--- src/rtl/addr_decode_ws.sv ---
// Registered base/mask address decoder with per-region wait states; one active-low select, then a one-cycle ack.
// Optional sticky unmapped-access flag (fault/fault_clr) is built when ADDR_DECODE_WS_FAULT_EN is defined.
module addr_decode_ws #(
  parameter int ADDR_W = 4,
  parameter int NUM_CS = 6,
  parameter int WAIT_W = 3,
  parameter logic [NUM_CS*ADDR_W-1:0] CS_BASE = 24'hC8FED0,
  parameter logic [NUM_CS*ADDR_W-1:0] CS_MASK = 24'hFCFFF8,
  parameter logic [NUM_CS*WAIT_W-1:0] CS_WAIT = 18'h38210
) (
  input  logic              clk,
  input  logic              rst_n,
  input  logic [ADDR_W-1:0] addr,
  input  logic              start,
`ifdef ADDR_DECODE_WS_FAULT_EN
  input  logic              fault_clr,
  output logic              fault,
`endif
  output logic [NUM_CS-1:0] cs_n,
  output logic              ack,
  output logic              busy
);

  typedef enum logic [1:0] {S_IDLE, S_WAIT, S_ACK} state_t;

  state_t              state_q, state_d;
  logic [WAIT_W-1:0]   cnt_q, cnt_d;
  logic [NUM_CS-1:0]   cs_n_q, cs_n_d;
  logic                ack_q, ack_d;
  logic                busy_q, busy_d;
  logic                hit;
  logic [NUM_CS-1:0]   sel_oh;
  logic [WAIT_W-1:0]   wait_sel;
  logic                accept;

  assign accept = (state_q == S_IDLE) && start;

  // Scan from the top so the lowest matching index is the last one written and wins.
  always_comb begin
    hit      = 1'b0;
    sel_oh   = '0;
    wait_sel = '0;
    for (int i = NUM_CS - 1; i >= 0; i--) begin
      if ((addr & CS_MASK[i*ADDR_W +: ADDR_W]) ==
          (CS_BASE[i*ADDR_W +: ADDR_W] & CS_MASK[i*ADDR_W +: ADDR_W])) begin
        hit       = 1'b1;
        sel_oh    = '0;
        sel_oh[i] = 1'b1;
        wait_sel  = CS_WAIT[i*WAIT_W +: WAIT_W];
      end
    end
  end

  always_ff @(posedge clk or negedge rst_n) begin
    if (!rst_n) begin
      state_q <= S_IDLE;
      cnt_q   <= '0;
      cs_n_q  <= '1;
      ack_q   <= 1'b0;
      busy_q  <= 1'b0;
    end else begin
      state_q <= state_d;
      cnt_q   <= cnt_d;
      cs_n_q  <= cs_n_d;
      ack_q   <= ack_d;
      busy_q  <= busy_d;
    end
  end

  always_comb begin
    state_d = state_q;
    cnt_d   = cnt_q;
    case (state_q)
      S_IDLE: begin
        if (start) begin
          cnt_d   = hit ? wait_sel : '0;
          state_d = (hit && (wait_sel != '0)) ? S_WAIT : S_ACK;
        end
      end
      S_WAIT: begin
        cnt_d = cnt_q - WAIT_W'(1);
        if (cnt_q == WAIT_W'(1)) state_d = S_ACK;
      end
      S_ACK:   state_d = S_IDLE;
      default: state_d = S_IDLE;
    endcase
  end

  // Outputs are computed from the next state and registered, so nothing reaches a pin combinationally.
  always_comb begin
    ack_d  = (state_d == S_ACK);
    busy_d = (state_d != S_IDLE);
    cs_n_d = cs_n_q;
    if (accept)                 cs_n_d = hit ? ~sel_oh : '1;
    else if (state_d == S_IDLE) cs_n_d = '1;
  end

  assign cs_n = cs_n_q;
  assign ack  = ack_q;
  assign busy = busy_q;

`ifdef ADDR_DECODE_WS_FAULT_EN
  logic fault_q, fault_d;

  always_comb begin
    fault_d = fault_q;
    if (fault_clr)     fault_d = 1'b0;
    if (accept && !hit) fault_d = 1'b1;
  end

  always_ff @(posedge clk or negedge rst_n) begin
    if (!rst_n) fault_q <= 1'b0;
    else        fault_q <= fault_d;
  end

  assign fault = fault_q;
`endif

endmodule

--- config.mk ---
export PLATFORM = sky130hd
export DESIGN_NAME = addr_decode_ws
export DESIGN_NICKNAME = d
export VERILOG_FILES = /design/src/rtl/addr_decode_ws.sv
export SDC_FILE = /design/constraint.sdc
export NUM_CORES = 1
export LEC_CHECK = 0
export CORE_MARGIN = 5
export CORE_UTILIZATION = 48
export DETAILED_ROUTE_END_ITERATION = 10
export GPL_ROUTABILITY_DRIVEN = 0
export PLACE_DENSITY = 0.74
export SYNTH_ARGS = -nofsm -noshare
export SYNTH_HDL_FRONTEND = slang
export SYNTH_SLANG_ARGS = --single-unit
--- constraint.sdc ---
create_clock -name clk -period 1.8 [get_ports clk]
set_input_delay 0.36 -clock clk [delete_from_list [all_inputs] [get_ports clk]]
set_output_delay 0.36 -clock clk [all_outputs]
set_load 0.01 [all_outputs]
Word level (Yosys, flattened, before mapping):

Cells that the tools add are included.

* logic and storage cells: 54
* bits in latches: 0
* memories kept: 0
* bits in registers: 13
* bits in read-only memories: 0
* memory bits (writable): 0
* bits of input ports: 7

* bitwise operators: 1
* divide/modulo/power cells: 0
* mux-type cells: 28
* reduce and logical (&&, ||, !) cells: 10
* $add $sub $neg: 1
* equal/unequal tests: 9
* multiply operators: 0
* magnitude comparators: 0
* shift-type cells: 0

Operators with widths (number)
* $mux 6: 9
* $mux 3: 8
* $eq 4x4->1 const B: 4
* $mux 1: 6
* $mux 2: 3
* $not 6->6: 1
* $pmux 3 s2: 1
* $reduce_bool 2->1: 3
* $eq 2x2->1 const B: 2
* $logic_not 2->1: 2
* $logic_not 4->1: 1
* $pmux 2 s2: 1
* $eq 3x1->1 const B: 1
* $reduce_bool 3->1: 1
* $sub 3x1->3 const B: 1
* $eq 2x1->1 const B: 1
* $logic_and 1x1->1: 2
* $ne 2x2->1 const B: 1
* $reduce_and 2->1: 1

Longest topological paths before layout:

Gate-level depths: netlist of the first run.

* word-level depth: 15
* depth in mapped cells: 5
* mapped depth without buffers: 5

Worst setup path after synthesis of the first run:

No wires, ideal clock.

* path type: in2reg
* from: in start
* to: reg cnt_q[0]
* stages: 4
* required time: 1.671 ns
* slack: 0.718 ns
* arrival time: 0.952 ns
* path through: buf_6 -> and4b_2 -> a32oi_1 -> o22ai_1

* longest elaborated chain between the ends: 2

Ends and longest elaborated chain
* from (decl): RTL line 14 `input logic start,`
* $ne 2x2->1 (no source line)
* $reduce_and 2->1 (no source line)
* to (signal assigned): RTL line 63 `cnt_q <= cnt_d;`
* to (decl): RTL line 27 `logic [WAIT_W-1:0] cnt_q, cnt_d;`

No other way between the ends.
A chain may end at the register's enable or synchronous reset.

Worst setup path in the final report of the first run:

* from: reg cs_n_q[5], in the netlist cs_n[5]
* to: out cs_n[5]

RTL lines
* from (decl): RTL line 28 `logic [NUM_CS-1:0] cs_n_q, cs_n_d;`
* from (signal assigned): RTL line 64 `cs_n_q <= cs_n_d;`
* to (decl): RTL line 19 `output logic [NUM_CS-1:0] cs_n,`

No word-level cell between the ends.

==> results.py, run 1 <==
metrics = {
    "run_status": {
        "status": "finished clean",
    },
    "clock_network": {
        "cts_sinks": 13,
        "path_clk_slew_ns": 0.08,
        "cts.repair.resized": 0,
        "htree_levels": 1,
        "clock_latency_ns": 0.28,
        "cts_tree": "yes",
        "root_buffer": "clkbuf_4",
        "cts_made_buffers": 3,
        "hold_buffers": 0,
        "cts_setup_buffers": 0,
        "clock_path_buffers": 2,
    },
    "worst_setup_path": {
        "critPathArrivalTime_ns": 1.35,
        "cp.required_ns": 1.44,
        "cp_num_buf_inv": 1,
        "crit_path_cell_trace": "clkdlybuf4s50_1",
        "path_class": "reg -> out",
        "crit_slowest_cell": "dfstp_2",
        "cp-start-kind": "flop",
        "cp_top_family": "flip-flops",
        "path_max_fanout": 2,
        "cp_slowest_stage_delay_ns": 0.54,
        "end_kind": "output port",
    },
    "power_and_ir_drop": {
        "p_leak_uw": 0.000348,
        "seq_power_share_pct": 45.6,
        "p_int_uw": 643,
        "switchingPower_uw": 331,
        "clkPwrFrac_pct": 18.9,
        "vdd_drop_max_mv": 0.662,
        "finalPower_uw": 974,
        "p_per_area_mw_per_mm2": 1130,
        "sw_frac_of_total_pct": 34.0,
        "pwr-share-comb_pct": 35.5,
    },
    "min_path": {
        "hold_path_class": "in -> async",
    },
    "cells_and_area": {
        "final_util_pct": 64.4,
        "layout_common_cells": "clkdlybuf4s50_1 (14), nor2_1 (7), dfrtp_1 (7)",
        "mostFrequentLayoutCell": "clkdlybuf4s50_1",
        "final-seq-area_um2": 333,
        "area_delta_synth_final_pct": 25.2,
        "final_cells": 98,
        "nFillCells": 103,
        "antenna_cells": 0,
        "final_nets": 93,
        "drive_above_1_share_pct": 19.3,
        "finalInstanceArea_um2": 858,
        "multiInputGateArea_um2": 310,
    },
    "floorplanning": {
        "dieArea_mm2": 0.00228,
        "die_h_um": 47.8,
        "core_area_mm2": 0.00133,
        "start_util_pct": 51.4,
        "num_rows": 13,
        "chipWidth_um": 47.8,
        "ios": 15,
    },
    "global_route": {
        "grt_antenna_before_repair": 0,
        "grt_pass1_vias": 499,
        "grt_max_degree": 14,
        "grt_usage_pct": 14.2,
        "gr-total-overflow": 0,
        "grt_first_pass_wirelength_um": 2170,
    },
    "timing": {
        "drv_slew": 0,
        "max_freq_ghz": 0.584,
        "period_needed_ns": 1.71,
        "skew_ns": 0.00262,
        "rsz0062_at_grt": "false",
        "tightest_slew_ns": 0.594,
        "setup_viol": 0,
        "hold_viol": 0,
        "relSlewSlack_pct": 60.3,
        "fin_setup_tns_ns": 0,
        "fin_crit_sh_pct": 95.2,
    },
    "route": {
        "wl_per_cell_um": 14.6,
        "final_antenna_net_count": 0,
        "via_per_inst": 5.73,
        "vias": 562,
        "drc_errors": 0,
        "drtIter0Drc": 26,
        "firstDrtPassIters": 4,
        "wl_um": 1430,
    },
    "logic_synthesis": {
        "synthAdderAreaFrac_pct": 3.65,
        "synth_top_family_by_area": "simple AND/OR/NAND/NOR gates",
        "ys_seq_elements": 13,
        "async_reset_ff_share_pct": 100,
        "synth_mux_area_share_pct": 0,
        "synthesis.area_um2": 686,
        "synth_xor_area_share_pct": 0,
        "ys_types": 29,
        "avgSynthCellArea_um2": 10.4,
        "synth_compound_area_share_pct": 18.2,
        "synth_edf_count": 0,
        "synth_top_flop_cell": "dfrtp_1",
        "synthSimpleGateAreaFrac_pct": 23.4,
        "ys.warnings.count": 0,
        "synthesis.nets": 75,
        "syn_inst": 66,
        "seq_area_frac_synth_pct": 48.5,
    },
    "placed_design": {
        "place_inst": 94,
        "dpl_cell_area_um2": 832,
        "numPortBuffers": 14,
        "place_hpwl_um": 1020,
    },
    "job": {
        "maxCapViolations": 0,
    },
}
-- cell families after synthesis --
group           count (synthesis)
flops                          13
simple gates                   27
buf+inv                         7
compound gates                 17
fa+ha+maj                       2
-- stage by stage --
| step | hold WS [ns] | setup slack [ns] |
|---|---|---|
| after floorplan | 0.0644 | 0.718 |
| after global placement | 0.510 | 0.247 |
| after detailed placement | 0.516 | 0.189 |
| after CTS | 0.461 | 0.0845 |
| after global routing | 0.475 | 0.0445 |
| final | 0.452 | 0.0870 |
-- power groups by stage --
| stage | sequential (µW) | combinational, µW | clock, µW |
|---|---|---|---|
| after floorplan | 421 | 265 | 0 |
| after global placement | 445 | 342 | 0 |
| after detailed placement | 447 | 345 | 0 |
| after CTS | 443 | 346 | 190 |
| after global routing | 456 | 380 | 203 |
| final | 444 | 346 | 184 |
-- per-layer routing --
layer,vias up,wire length (µm),global-route usage (%)
met5,-,0,0
met1,266,645,18.3
li1,272,-,-
met3,4,99,3.76
met4,0,19,9.68
met2,20,662,20.6
-- cell usage after synthesis (2+ instances only) --
master    n  share of area [%]
nand2b_1  6                5.5
buf_6     2                3.3
dfrtp_1   7                 26
o22ai_1   4                3.6
o21ai_1   2                1.5
o21bai_1  2                2.2
dfstp_2   6                 23
a31o_2    2                2.6
nand2_1   3                1.6
nand3_1   2                1.5
a22oi_1   2                2.2
nor2_1    7                3.8
ha_1      2                3.6
inv_1     4                2.2
-- area by class of cell --
class                           instances  share of cell area (%)
Sequential cell                        13                    38.8
Clock buffer                            4                    3.06
Timing Repair Buffer                   16                    18.1
Multi-Input combinational cell         46                    36.2
Tap cell                               15                    2.19
Inverter                                4                    1.75
-- sequential cells by signal, indices dropped and copies added, names as in the netlist --
signal	flops
ack	1
busy	1
cnt_q	3
cs_n	6
state_q	2
-- worst paths after layout --
path / startpoint / end / slack (ns) / cells after the start
hold reg to reg: cnt_q[2]$_DFFE_PN0P_ / cnt_q[2]$_DFFE_PN0P_ / 0.53 / 1
setup / recovery: cs_n[5]$_DFFE_PN1P_ / cs_n[5] / 0.09 / 1
min in group clk: cnt_q[2]$_DFFE_PN0P_ / cnt_q[2]$_DFFE_PN0P_ / 0.53 / 1
hold / removal: rst_n / state_q[0]$_DFF_PN0_ / 0.45 / 1
max in group asynchronous: rst_n / cnt_q[1]$_DFFE_PN0P_ / 0.96 / 1
setup reg to reg: state_q[0]$_DFF_PN0_ / cnt_q[0]$_DFFE_PN0P_ / 0.50 / 3
Power figures use the tool's default switching activity.
==> run 2, diff against run 1 <==
Settings changed: HOLD_SLACK_MARGIN from default to 0.05, SLEW_MARGIN from default to 20.
==> results of run 2 <==
The final DEF is identical to that of run 1; final timing and power are the same.
